**config.mk**
```make
export PLATFORM = sky130hd
export DESIGN_NAME = skewed_transpose_buffer_flat
export DESIGN_NICKNAME = d
export VERILOG_FILES = /design/src/rtl/skewed_transpose_buffer_pkg.sv /design/src/rtl/skewed_transpose_buffer_if.sv /design/src/rtl/skewed_transpose_buffer_bank.sv /design/src/rtl/skewed_transpose_buffer.sv /design/src/flat_wrapper.sv
export SDC_FILE = /design/constraint.sdc
export NUM_CORES = 1
export LEC_CHECK = 0
export CAP_MARGIN = 20
export CELL_PAD_IN_SITES_DETAIL_PLACEMENT = 2
export CELL_PAD_IN_SITES_GLOBAL_PLACEMENT = 2
export CORE_ASPECT_RATIO = 2
export CORE_UTILIZATION = 50
export CTS_CLUSTER_DIAMETER = 200
export DETAILED_ROUTE_END_ITERATION = 16
export PLACE_DENSITY = 0.91
export SLEW_MARGIN = 5
export SYNTH_ARGS = -nofsm -noshare
export SYNTH_HDL_FRONTEND = slang
export SYNTH_SLANG_ARGS = --single-unit
```
**constraint.sdc**
```tcl
create_clock -name clk -period 18.7 [get_ports clk]
set_input_delay 3.74 -clock clk [delete_from_list [all_inputs] [get_ports clk]]
set_output_delay 3.74 -clock clk [all_outputs]
set_load 0.005 [all_outputs]
```
**src/rtl/skewed_transpose_buffer_pkg.sv**
```systemverilog
// Shared types and sizing helpers for the skewed transpose buffer.
// The drain length grows with the skew because the last row starts DIM-1 steps late.
package transpose_pkg;

   typedef enum logic {
      IDLE  = 1'b0,
      DRAIN = 1'b1
   } state_t;

   function automatic int drain_len(input int dim, input int skew);
      return dim + skew * (dim - 1);
   endfunction

   // Pointer width that never collapses to zero bits for a single-entry structure.
   function automatic int ptr_w(input int n);
      return (n <= 1) ? 1 : $clog2(n);
   endfunction

endpackage

```
**src/rtl/skewed_transpose_buffer_if.sv**
```systemverilog
// Row-write handshake plus the parallel skewed drain bus of the transpose buffer.
// A row transfers on any clock edge where wr_vld && wr_rdy; wr_vld may stay high across rows and wr_rdy never depends on wr_vld.
interface skewed_transpose_buffer_if #(
   parameter int DIM  = 8,
   parameter int BITS = 8
);
   logic                      wr_vld;
   logic                      wr_rdy;
   logic [DIM-1:0][BITS-1:0]  wr_row;
   logic                      en;
   logic [DIM-1:0][BITS-1:0]  q;
   logic [DIM-1:0]            q_vld;
   logic                      busy;
   logic                      done;

   modport master (
      output wr_vld, wr_row, en,
      input  wr_rdy, q, q_vld, busy, done
   );

   modport slave (
      input  wr_vld, wr_row, en,
      output wr_rdy, q, q_vld, busy, done
   );
endinterface

```
**src/rtl/skewed_transpose_buffer_bank.sv**
```systemverilog
// One DIM x DIM storage bank: full-row write port, per-row element read at a row-specific column.
// Contents are not reset; the owner's full flags decide whether the data means anything.
module tb_bank
   import transpose_pkg::*;
#(
   parameter int DIM  = 8,
   parameter int BITS = 8
) (
   input  logic                              clk,
   input  logic                              we_i,
   input  logic [ptr_w(DIM)-1:0]             row_i,
   input  logic [DIM-1:0][BITS-1:0]          data_i,
   input  logic [DIM-1:0][ptr_w(DIM)-1:0]    rd_k_i,
   output logic [DIM-1:0][BITS-1:0]          rd_o
);
   logic [DIM-1:0][DIM-1:0][BITS-1:0] mem_q;

   always_ff @(posedge clk) begin
      if (we_i) begin
         mem_q[row_i] <= data_i;
      end
   end

   always_comb begin
      rd_o = '0;
      for (int i = 0; i < DIM; i++) begin
         rd_o[i] = mem_q[i][rd_k_i[i]];
      end
   end
endmodule

```
**src/rtl/skewed_transpose_buffer.sv**
```systemverilog
// Ping-pong DIM x DIM transpose buffer: rows are written whole, then every row streams out
// in parallel, one element per enabled step, with row i optionally delayed by i steps.
module skewed_transpose_buffer
   import transpose_pkg::*;
#(
   parameter int DIM  = 8,
   parameter int BITS = 8,
   parameter int SKEW = 1
) (
   input  logic                       clk,
   input  logic                       rst,
   skewed_transpose_buffer_if.slave   bus,
   output state_t                     state_o
);
   localparam int L      = drain_len(DIM, SKEW);
   localparam int STEP_W = $clog2(L + 1);
   localparam int PW     = ptr_w(DIM);
   localparam int KW     = STEP_W + 1;

   typedef logic [DIM-1:0][BITS-1:0] row_t;

   state_t               state_q;
   logic [1:0]           full_q;
   logic                 fill_sel_q;
   logic                 drain_sel_q;
   logic [PW-1:0]        wr_ptr_q;
   logic [STEP_W-1:0]    step_q;
   row_t                 q_q;
   logic [DIM-1:0]       q_vld_q;
   logic                 done_q;

   logic                 wr_rdy;
   logic                 wr_fire;
   logic                 fill_last;
   logic                 other_full;
   logic signed [KW-1:0] k_s [DIM];
   logic [DIM-1:0][PW-1:0] rd_k;
   row_t                 rd0;
   row_t                 rd1;
   row_t                 q_d;
   logic [DIM-1:0]       q_vld_d;

   assign wr_rdy    = !full_q[fill_sel_q];
   assign wr_fire   = bus.wr_vld && wr_rdy;
   assign fill_last = wr_fire && (wr_ptr_q == PW'(DIM - 1));
   // A bank completing on the same edge as the final drain step counts as ready, so no bubble.
   assign other_full = full_q[!drain_sel_q] || (fill_last && (fill_sel_q != drain_sel_q));

   tb_bank #(.DIM(DIM), .BITS(BITS)) u_bank0 (
      .clk    (clk),
      .we_i   (wr_fire && !fill_sel_q),
      .row_i  (wr_ptr_q),
      .data_i (bus.wr_row),
      .rd_k_i (rd_k),
      .rd_o   (rd0)
   );

   tb_bank #(.DIM(DIM), .BITS(BITS)) u_bank1 (
      .clk    (clk),
      .we_i   (wr_fire && fill_sel_q),
      .row_i  (wr_ptr_q),
      .data_i (bus.wr_row),
      .rd_k_i (rd_k),
      .rd_o   (rd1)
   );

   always_comb begin
      k_s     = '{default: '0};
      rd_k    = '0;
      q_d     = '0;
      q_vld_d = '0;
      for (int i = 0; i < DIM; i++) begin
         k_s[i]     = $signed({1'b0, step_q}) - $signed(KW'(SKEW * i));
         rd_k[i]    = k_s[i][PW-1:0];
         q_vld_d[i] = !k_s[i][KW-1] && (k_s[i] < $signed(KW'(DIM)));
         q_d[i]     = q_vld_d[i] ? (drain_sel_q ? rd1[i] : rd0[i]) : '0;
      end
   end

   always_ff @(posedge clk) begin
      if (rst) begin
         state_q     <= IDLE;
         full_q      <= '0;
         fill_sel_q  <= 1'b0;
         drain_sel_q <= 1'b0;
         wr_ptr_q    <= '0;
         step_q      <= '0;
         q_q         <= '0;
         q_vld_q     <= '0;
         done_q      <= 1'b0;
      end else begin
         if (wr_fire) begin
            if (fill_last) begin
               full_q[fill_sel_q] <= 1'b1;
               wr_ptr_q           <= '0;
               fill_sel_q         <= !fill_sel_q;
            end else begin
               wr_ptr_q <= wr_ptr_q + 1'b1;
            end
         end

         done_q <= 1'b0;
         case (state_q)
            IDLE: begin
               q_q     <= '0;
               q_vld_q <= '0;
               step_q  <= '0;
               if (full_q[drain_sel_q]) begin
                  state_q <= DRAIN;
               end
            end
            DRAIN: begin
               if (bus.en) begin
                  q_q     <= q_d;
                  q_vld_q <= q_vld_d;
                  if (step_q == STEP_W'(L - 1)) begin
                     done_q              <= 1'b1;
                     full_q[drain_sel_q] <= 1'b0;
                     drain_sel_q         <= !drain_sel_q;
                     step_q              <= '0;
                     state_q             <= other_full ? DRAIN : IDLE;
                  end else begin
                     step_q <= step_q + 1'b1;
                  end
               end
            end
            default: state_q <= IDLE;
         endcase
      end
   end

   assign bus.wr_rdy = wr_rdy;
   assign bus.q      = q_q;
   assign bus.q_vld  = q_vld_q;
   assign bus.busy   = (state_q == DRAIN);
   assign bus.done   = done_q;
   assign state_o    = state_q;
endmodule

```
**src/flat_wrapper.sv**
```systemverilog
// flat-port wrapper written by rule: the top's interface ports become plain ports
module skewed_transpose_buffer_flat import transpose_pkg::*;
#(
   parameter int DIM  = 8,
   parameter int BITS = 8,
   parameter int SKEW = 1
)
  (clk, rst, state_o, bus_wr_vld, bus_wr_row, bus_en, bus_wr_rdy, bus_q, bus_q_vld, bus_busy, bus_done);
  skewed_transpose_buffer_if #(.DIM(DIM), .BITS(BITS)) bus_i ();
  input  logic clk;
  input  logic rst;
  output state_t state_o;
  input wire logic [$bits(bus_i.wr_vld)-1:0] bus_wr_vld;
  input wire logic [$bits(bus_i.wr_row)-1:0] bus_wr_row;
  input wire logic [$bits(bus_i.en)-1:0] bus_en;
  output wire logic [$bits(bus_i.wr_rdy)-1:0] bus_wr_rdy;
  output wire logic [$bits(bus_i.q)-1:0] bus_q;
  output wire logic [$bits(bus_i.q_vld)-1:0] bus_q_vld;
  output wire logic [$bits(bus_i.busy)-1:0] bus_busy;
  output wire logic [$bits(bus_i.done)-1:0] bus_done;
  assign bus_i.wr_vld = bus_wr_vld;
  assign bus_i.wr_row = bus_wr_row;
  assign bus_i.en = bus_en;
  assign bus_wr_rdy = bus_i.wr_rdy;
  assign bus_q = bus_i.q;
  assign bus_q_vld = bus_i.q_vld;
  assign bus_busy = bus_i.busy;
  assign bus_done = bus_i.done;
  skewed_transpose_buffer #(.DIM(DIM), .BITS(BITS), .SKEW(SKEW)) u_core (.clk(clk), .rst(rst), .bus(bus_i), .state_o(state_o));
endmodule
```
* After elaboration in Yosys (flattened, before gate mapping)
Index checks and enable logic that the tools add are counted.
Cells by class: reduce and logical (&&, ||, !) cells 29, add/subtract/negate cells 9, bitwise operators 5, magnitude comparators 23, equality and inequality tests 4, multiplexer cells 82
Operator list (count):
- $bwmux 512 | 2
- $bmux 8 s3 | 16
- $mux 8 | 33
- $demux 64 s3 | 1
- $mux 64 | 2
- $pmux 64 s2 | 1
- $lt 3x4->1 const B | 9
- $lt 5x5->1 const B | 7
- $sub 4x3->5 const B | 4
- $pmux 8 s2 | 1
- $logic_and 1x1->1 | 15
- $mux 1 | 13
- $mux 2 | 6
- $logic_not 1->1 | 10
- $sub 4x2->5 const B | 2
- $mux 4 | 2
- $pmux 4 s2 | 1
- $lt 1x2->1 const B | 3
- $sub 4x1->5 const B | 1
- $add 4x1->4 const B | 1
- $eq 4x4->1 const B | 1
- $lt 4x4->1 const B | 1
- $add 3x1->3 const B | 1
- $eq 3x3->1 const B | 1
- other kinds (15) | 18
Word-level totals: output and inout port bits 76, input port bits 68, register bits 1109, word-level logic and storage cells 296

* Longest topological paths before layout
Gate-level depths: netlist (run 1).
depth after elaboration 12, gate-level depth with buffers 11, depth with buffers taken out 6

* By module
From an unflattened synthesis (run 1), not the netlist that was laid out.
Second synthesis, totals: cells, all modules 1940, area, all modules 43558.0 µm²
By module, submodules not included:
- tb_bank | area an instance 19747.7 µm², instances 2, cells each 757, seq. area each 15374.7 µm²
- skewed_transpose_buffer | area an instance 4062.6 µm², instances 1, cells each 426, seq. area each 1701.6 µm²

* Worst setup path after synthesis (run 1)
Ideal clock, no wire load.
path kind input to register, start point input bus_wr_vld, end point register u_core.u_bank0.mem_q[0] (netlist bit), enable pin, path buffers 1, data required time 18135 ps, setup time 565 ps, cell stages on the path 4, arrival time 8768 ps, slack 9368 ps, cell sequence clkbuf_1 > nand2b_1 > or3_1 > nor3_1
On the way: cells in the longest elaborated chain, start to end 2
RTL lines:
- from (decl) | line flat_wrapper.sv:13 | input wire logic [$bits(bus_i.wr_vld)-1:0] bus_wr_vld;
- $logic_and 1x1->1 | line skewed_transpose_buffer.sv:44 | assign wr_fire = bus.wr_vld && wr_rdy;
- $logic_and 1x1->1 | line skewed_transpose_buffer.sv:51 | .we_i (wr_fire && !fill_sel_q),
- to (signal, indexed assignment) | line skewed_transpose_buffer_bank.sv:20 | mem_q[row_i] <= data_i;
- to (decl) | line skewed_transpose_buffer_bank.sv:16 | logic [DIM-1:0][DIM-1:0][BITS-1:0] mem_q;
No other way between the ends. A chain may end at the register's enable or synchronous reset.

* Worst setup path after layout (run 1)
start point input bus_en, end point register u_core.q_q, in the netlist u_core.bus.q[3]
On the way: cells in the longest elaborated chain, start to end 1
RTL lines:
- from (decl) | line flat_wrapper.sv:15 | input wire logic [$bits(bus_i.en)-1:0] bus_en;
- $ne 2x2->1 (no line)
- to (signal assigned) | line skewed_transpose_buffer.sv:114 | q_q <= q_d;
- to (decl) | line skewed_transpose_buffer.sv:28 | row_t q_q;
No other way between the ends.

==> metrics.md, run 1 <==
| Metric | Value |
|---|---|
| Crit-path cells | `clkdlybuf4s50_1 > nor2b_1 > nor2b_4 > buf_4 > a2bb2oi_1 > o21ai_0` |
| GRT overflow | `0` |
| Rel. slew slack | `0.175` |
| MaxCap Viol Count | `0` |
| Chip Height | `413 um` |
| Cells after Synth | `1977` |
| Adder-cell area share of the yosys netlist | `0.00415` |
| Initial antenna violation count | `5` |
| Layout Skew | `0.0303 ns` |
| Fillers | `6576` |
| EDFF count, synth | `1024` |
| Clock Sinks | `1109` |
| GRT Max-Usage Layer | `met2` |
| Port-buffer cells | `143` |
| Final Instance Count excl. Fillers | `3330` |
| Worst-path clk slew | `0.07 ns` |
| Num CTS Buffers | `96` |
| Nets | `2265` |
| CORE AREA | `83500 um2` |
| Hold Path Class | `register to register` |
| Area fraction in and, or, nand and nor cells after synthesis | `0.0292` |
| CP Launch Type | `primary input` |
| TritonCTS clock tree | `yes` |
| Worst-skew pair later-pin latency | `0.72 ns` |
| #FFs+latches synth | `1109` |
| Met3 GRT Util | `0.0507` |
| Die width | `207 um` |
| Synthesized area | `42200 um2` |
| RSZ-0062 raised after global routing | `no` |
| Max rail drop VDD | `0.108 mV` |
| Syn Nets | `2059` |
| Distinct cell type count after synthesis | `47` |
| Post-synthesis xor/xnor area fraction | `0.00187` |
| CP delay by family, top | `buffers and inverters` |
| Asr flop ratio synth | `0` |
| Antenna-violating nets left | `0` |
| Placed standard-cell area | `44900 um2` |
| Postcts setup bufs | `0` |
| Pwr per Cell Area | `104 nW/um2` |
| DRC viols | `0` |
| Core Rows | `150` |
| Largest net degree at the start of global routing | `65` |
| Synth Area in Compound Gates | `0.0226` |
| Via count | `22.7k` |
| Detailed placement HPWL | `81400 um` |
| Leak | `0.0155 uW` |
| Mux share of post-synthesis cell area | `0.156` |
| CTS max path bufs | `3` |
| Crit-path max cell delay | `0.79 ns` |
| Mean post-synth cell area | `21.3 um2` |
| H-tree Lvls | `3` |
| WL/cell | `42.7 um` |
| Met2 Track Usage GR | `0.581` |
| Vias in the first global route | `24.3k` |
| Die area | `85600 um2` |
| CP endpoint kind | `register` |
| Outcome | `complete, no violations` |
| CTS hold repair buffers | `0` |
| Placed cells | `3133` |
| Gpl congestion | `0.772` |
| TritonRoute pass-1 iters | `7` |
| Accumulated negative setup slack | `0 ns` |
| CP bufs+invs | `2` |
| Largest family of logic cells by synthesized area | `multiplexers` |
| Max Slew Vio Count | `0` |
| WP data required | `19.31 ns` |
| Starting Density | `0.505` |
| Final Util | `0.581` |
| Yosys warns | `0` |
| Diodes inserted | `0` |
| WL final | `142000 um` |
| Register area share after synthesis | `0.769` |
| Root Buffer | `clkbuf_16` |
| Critical path class | `primary input to register` |
| Main synth FF type | `edfxtp_1` |
| Tot GR Track Use | `0.338` |
| Initial DRC count | `2562` |
| Critical Path Fanout Max | `45` |
| Worst-margin pin slew | `1.23 ns` |
| Final Hold Fails | `0` |
| Via density per instance | `6.83` |
| Final Setup Violations | `0` |
| Max frequency | `0.154 GHz` |
| First-pass GRT wire length | `197000 um` |
| Area added between synthesis and finish | `15.1%` |
| Worst R2R Setup Slack | `13.52 ns` |
| Total chip power | `5030 uW` |
| Layout cells sized above 1 | `0.211` |
| Fin crit share | `0.348` |
| CP max-delay cell | `clkdlybuf4s50_1` |
| Min Clock Period, post-route | `6.50 ns` |
| Ports | `144` |
| Post_cts resized | `0` |
| M1 GR Usage | `0.429` |
| Worst EP arrival | `7.12 ns` |
| Finished Cell Area | `48500 um2` |
-- worst paths after layout --
| check | end | start | cells after the start |
|---|---|---|---|
| max | u_core.bus.q[3] | bus_en | 6 |
| max reg2reg | u_core.bus.q[19] | u_core.step_q[0] | 7 |
| min | u_core.bus.q_vld[1] | u_core.bus.q_vld[1] | 2 |
| min reg2reg | u_core.bus.q_vld[1] | u_core.bus.q_vld[1] | 2 |
-- worst register-to-register path: cells and delay by family, from the launching register on --
family          cells  cell delay (ns)
compound gates      2             0.39
buf+inv             3             2.68
flops               1             0.91
mux                 2             1.05
-- power by group --
group	total, uW	switching (uW)	internal [uW]
sequential	2740	9.54	2730
combinational	124	94.2	30.0
clock	2160	978	1190
-- state kept, by name, indices dropped and copies added, names as in the netlist --
signal	cells
u_core.u_bank0.mem_q	512
u_core.bus.q	64
u_core.bus.q_vld	8
u_core.u_bank1.mem_q	512
u_core.drain_sel_q	1
u_core.bus.busy	1
u_core.fill_sel_q	1
u_core.wr_ptr_q	3
u_core.bus.done	1
u_core.full_q	2
u_core.step_q	4
-- cell usage after synthesis (14+ instances only) --
master	n	area, um2
edfxtp_1	1024	30700
nand2_1	142	533
mux4_2	221	4980
buf_1	22	82.6
o22ai_1	16	100
o21ai_0	19	95.1
dfxtp_1	85	1700
a21o_1	16	120
buf_2	29	145
mux4_1	35	920
mux2i_1	69	691
nor2_1	28	105
nand3_1	72	360
clkbuf_1	23	86.3
ha_1	14	175
a2bb2oi_1	16	140
a32o_1	32	320
buf_6	27	304
-- layout make-up --
cell class	instances	area (um2)	area share
clock buffer	132	2740	0.0565
clock inverter	49	554	0.0114
sequential	1109	32500	0.669
multi-input combinational	753	9210	0.190
inverter	7	26.3	0.000541
timing repair buffer	216	2220	0.0458
tap	1064	1330	0.0274
-- cell usage in the layout, fill, tap and decap left out, drive strengths merged, types with 11 or more instances in the layout --
| cell | Yosys | layout |
|---|---|---|
| ha | 14 | 14 |
| clkdlybuf4s50 | 0 | 143 |
| clkbuf | 25 | 132 |
| bufinv | 0 | 11 |
| nand3 | 72 | 72 |
| mux4 | 256 | 256 |
| clkinv | 0 | 25 |
| nand2 | 142 | 142 |
| mux2i | 69 | 69 |
| edfxtp | 1024 | 1024 |
| nor2 | 28 | 28 |
| dfxtp | 85 | 85 |
| a21o | 16 | 16 |
| o22ai | 16 | 16 |
| a32o | 32 | 32 |
| a2bb2oi | 16 | 16 |
| a21oi | 13 | 13 |
| buf | 83 | 73 |
| o21ai | 20 | 20 |
-- kinds of logic (layout without fill, tap and decap cells) --
logic type	Yosys count	in the layout
and+or+nand+nor	278	278
AOI/OAI and AO/OA	127	127
adders and majority gates	14	14
DFF	1109	1109
buffers and inverters	115	404
muxes	325	325
xor gates and xnor gates	9	9
-- through the flow --
| stage | setup slack, ns | hold WS [ns] |
|---|---|---|
| after global placement | 12.04 | 0.438 |
| after CTS | 12.28 | 0.489 |
| final | 12.20 | 0.494 |
| after detailed placement | 11.66 | 0.457 |
| after floorplan | 9.37 | 0.451 |
| after global routing | 12.07 | 0.515 |
-- metal layers --
metal	share of wire	vias to the layer above
met5	0.000077	-
met4	0.044	2
met3	0.069	297
met2	0.52	1418
met1	0.37	12400
li1	-	8597
Power figures use the tool's default switching activity.
==> run 2, diff against run 1 <==
--- a/config.mk
+++ b/config.mk
@@ -9,10 +9,10 @@
 export CELL_PAD_IN_SITES_DETAIL_PLACEMENT = 2
 export CELL_PAD_IN_SITES_GLOBAL_PLACEMENT = 2
 export CORE_ASPECT_RATIO = 2
-export CORE_UTILIZATION = 50
+export CORE_UTILIZATION = 48
 export CTS_CLUSTER_DIAMETER = 200
 export DETAILED_ROUTE_END_ITERATION = 16
-export PLACE_DENSITY = 0.91
+export PLACE_DENSITY = 0.88
 export SLEW_MARGIN = 5
 export SYNTH_ARGS = -nofsm -noshare
 export SYNTH_HDL_FRONTEND = slang
==> constraint.sdc (replaced) <==
create_clock -name clk -period 6.03 [get_ports clk]
set_input_delay 1.206 -clock clk [delete_from_list [all_inputs] [get_ports clk]]
set_output_delay 1.206 -clock clk [all_outputs]
set_load 0.005 [all_outputs]
==> run 2 against run 1 <==
  * Clock skew fell by 0.0039 ns
  * Via count up 0.33%
  * Final cell count rose by 2.8%
  * Flip-flop and latch count unchanged
  * Critical path depth up 1
  * First-iteration DRC count increased by 2.0%
  * Count of clock-buffer cells in the layout decreased by 17
  * Global-route usage fell by 0.55 points
  * Critical path type is now register to register
  * Worst hold slack got worse by 0.017 ns
  * Utilization is 2.1 points lower
  * Die area grew 4.1%
  * Combinational power grew to 2.9 times the previous value
==> metrics.md, run 2 (same netlist as run 1, synthesis figures left out) <==
| Metric | Value |
|---|---|
| Outcome | `complete, no violations` |
| Port-buffer cells | `143 (unchanged)` |
| Accumulated negative setup slack | `0 ns (unchanged)` |
| Fin crit share | `0.708` |
| Post_cts resized | `0 (unchanged)` |
| RSZ-0062 raised after global routing | `no` |
| Gpl congestion | `0.774 (+0.34%)` |
| Worst-skew pair later-pin latency | `0.72 ns (about the same)` |
| Routed met3 length | `9010 um (-7.7%)` |
| Finished Cell Area | `48700 um2 (+0.25%)` |
| Placed standard-cell area | `45200 um2 (+0.60%)` |
| Final Instance Count excl. Fillers | `3422 (+2.8%)` |
| Pwr per Cell Area | `319 nW/um2 (+210%)` |
| Max frequency | `0.234 GHz` |
| Core Rows | `153 (+2.0%)` |
| Layout Skew | `0.0264 ns (-0.00390 ns)` |
| Final Hold Fails | `0 (unchanged)` |
| Commonest non-fill, non-tap cell in the layout | `edfxtp_1` |
| Area added between synthesis and finish | `15.4%` |
| Clock share of power | `0.430 (about the same)` |
| Die area | `89200 um2 (+4.1%)` |
| Max Slew Vio Count | `0 (unchanged)` |
| Via density per instance | `6.66 (-2.4%)` |
| Die width | `212 um (+2.0%)` |
| Worst EP arrival | `4.86 ns (-2.26 ns)` |
| MaxCap Viol Count | `0 (unchanged)` |
| NetSw | `3360 uW (+210%)` |
| Sequential power share | `0.547 (+0.002)` |
| Starting Density | `0.485 (-0.0197)` |
| P_int | `12200 uW (+210%)` |
| Clock Sinks | `1109 (unchanged)` |
| Final Setup Violations | `0 (unchanged)` |
| Place WS | `1.60 ns (-10.06 ns)` |
| Layout cells sized above 1 | `0.211 (+0.000211)` |
| Crit-path max cell delay | `1.04 ns (+0.25 ns)` |
| Initial antenna violation count | `6 (+1)` |
| Hold Path Class | `register to register` |
| Worst-margin pin slew | `1.22 ns (-0.0159 ns)` |
| Final WS setup | `1.76 ns (-10.44 ns)` |
| CORE AREA | `86900 um2 (+4.1%)` |
| CTS hold repair buffers | `0 (unchanged)` |
| Min Clock Period, post-route | `4.27 ns` |
| Root Buffer | `clkbuf_16` |
| Critical path class | `register to register` |
| Critical Path Fanout Max | `60 (+33%)` |
| CP bufs+invs | `2 (unchanged)` |
| Wl on met1 | `52600 um (-0.48%)` |
| WL final | `144000 um (+1.5%)` |
| Commonest cells after routing, fill and taps aside | `edfxtp_1 (1024), mux4_2 (221), nand2_1 (142), clkdlybuf4s50_1 (142), clkbuf_16 (99)` |
| Leak | `0.0155 uW (about the same)` |
| DRC viols | `0 (unchanged)` |
| Antenna-violating nets left | `0 (unchanged)` |
| CTS max path bufs | `3 (unchanged)` |
| Num CTS Buffers | `95 (-1.0%)` |
| Met2 routed WL | `77200 um (+5.3%)` |
| Via count | `22.8k (+0.33%)` |
| Detailed placement HPWL | `82500 um (+1.4%)` |
| Crit-path cells | `inv_1 > ha_4 > buf_4 > mux4_2 > nand2_1 > nand3_1 > a32o_1` |
| WL/cell | `42.2 um (-1.2%)` |
| Chip Height | `421 um (+2.1%)` |
| Tot GR Track Use | `0.333 (-0.00547)` |
| CP delay by family, top | `adder cells` |
| Initial DRC count | `2614 (+2.0%)` |
| Rel. slew slack | `0.185 (+0.0107)` |
| Top Metal Used | `met4` |
| Combinational share of power | `0.023 (-0.002)` |
| GRT overflow | `0 (unchanged)` |
| First-pass GRT wire length | `201000 um (+1.9%)` |
| CP max-delay cell | `ha_4` |
| Worst-path clk slew | `0.08 ns (about the same)` |
| Nets | `2258 (-0.31%)` |
| Final Util | `0.560 (-0.0213)` |
| Vias in the first global route | `24.4k (+0.42%)` |
| Largest net degree at the start of global routing | `105 (+62%)` |
| CP endpoint kind | `register` |
| Switching Share | `0.216 (+0.000898)` |
| Postcts setup bufs | `0 (unchanged)` |
| Max rail drop VDD | `0.307 mV (+190%)` |
| Ports | `144 (unchanged)` |
| WP data required | `6.62 ns (-12.69 ns)` |
| H-tree Lvls | `3 (unchanged)` |
| TritonRoute pass-1 iters | `5 (-2)` |
| CP Launch Type | `register` |
| TritonCTS clock tree | `yes` |
| Placed cells | `3230 (+3.1%)` |
run 2: cell count changes in the layout (fill, tap and decap cells not counted), sizes merged:
cell           change
buf                -5
clkdlybuf4s50      -1
bufinv             +1
clkbuf            -17
clkinv            +17
inv                +1
diode              +1
clkinvlp           -3
run 2: final timing paths:
check	slack, ns	from	cells past startpoint	to
worst max-delay path	1.76	u_core.step_q[0]	7	u_core.bus.q[44]
worst min-delay path	0.48	u_core.bus.q[52]	1	u_core.bus.q[52]
worst max register to register	1.76	u_core.step_q[0]	7	u_core.bus.q[44]
worst min register to register	0.48	u_core.bus.q[52]	1	u_core.bus.q[52]
run 2: cell type report:
type                    instances  area (um2)
flip-flops and latches       1109       32500
multi-input cells             753        9240
well taps                    1162        1450
inverters                       7        26.3
fillers                      7127       38200
clock inverters                65         653
diodes                          1        2.50
repair buffers                210        2220
clock buffers                 115        2620
run 2: power groups by stage:
stage / Clock (uW) / Sequential [uW] / Combinational (uW)
6_report: 6680 / 8500 / 362
4_1_cts: 6740 / 8500 / 346
3_5_place_dp: 0 / 8660 / 339
2_1_floorplan: 0 / 8650 / 57.7
3_3_place_gp: 0 / 8650 / 290
5_1_grt: 6920 / 8500 / 363
run 2: stage by stage:
stage	hold slack [ns]	power [uW]
final	0.477	15500
after global routing	0.500	15800
after CTS	0.484	15600
after detailed placement	0.441	9000
after global placement	0.443	8940
after floorplan	0.451	8700
run 2: routing by layer:
metal | global-route usage | vias up
li1 | - | 8594
met1 | 0.412 | 12600
met2 | 0.585 | 1354
met3 | 0.0456 | 274
met4 | 0.134 | 0
met5 | 0 | -
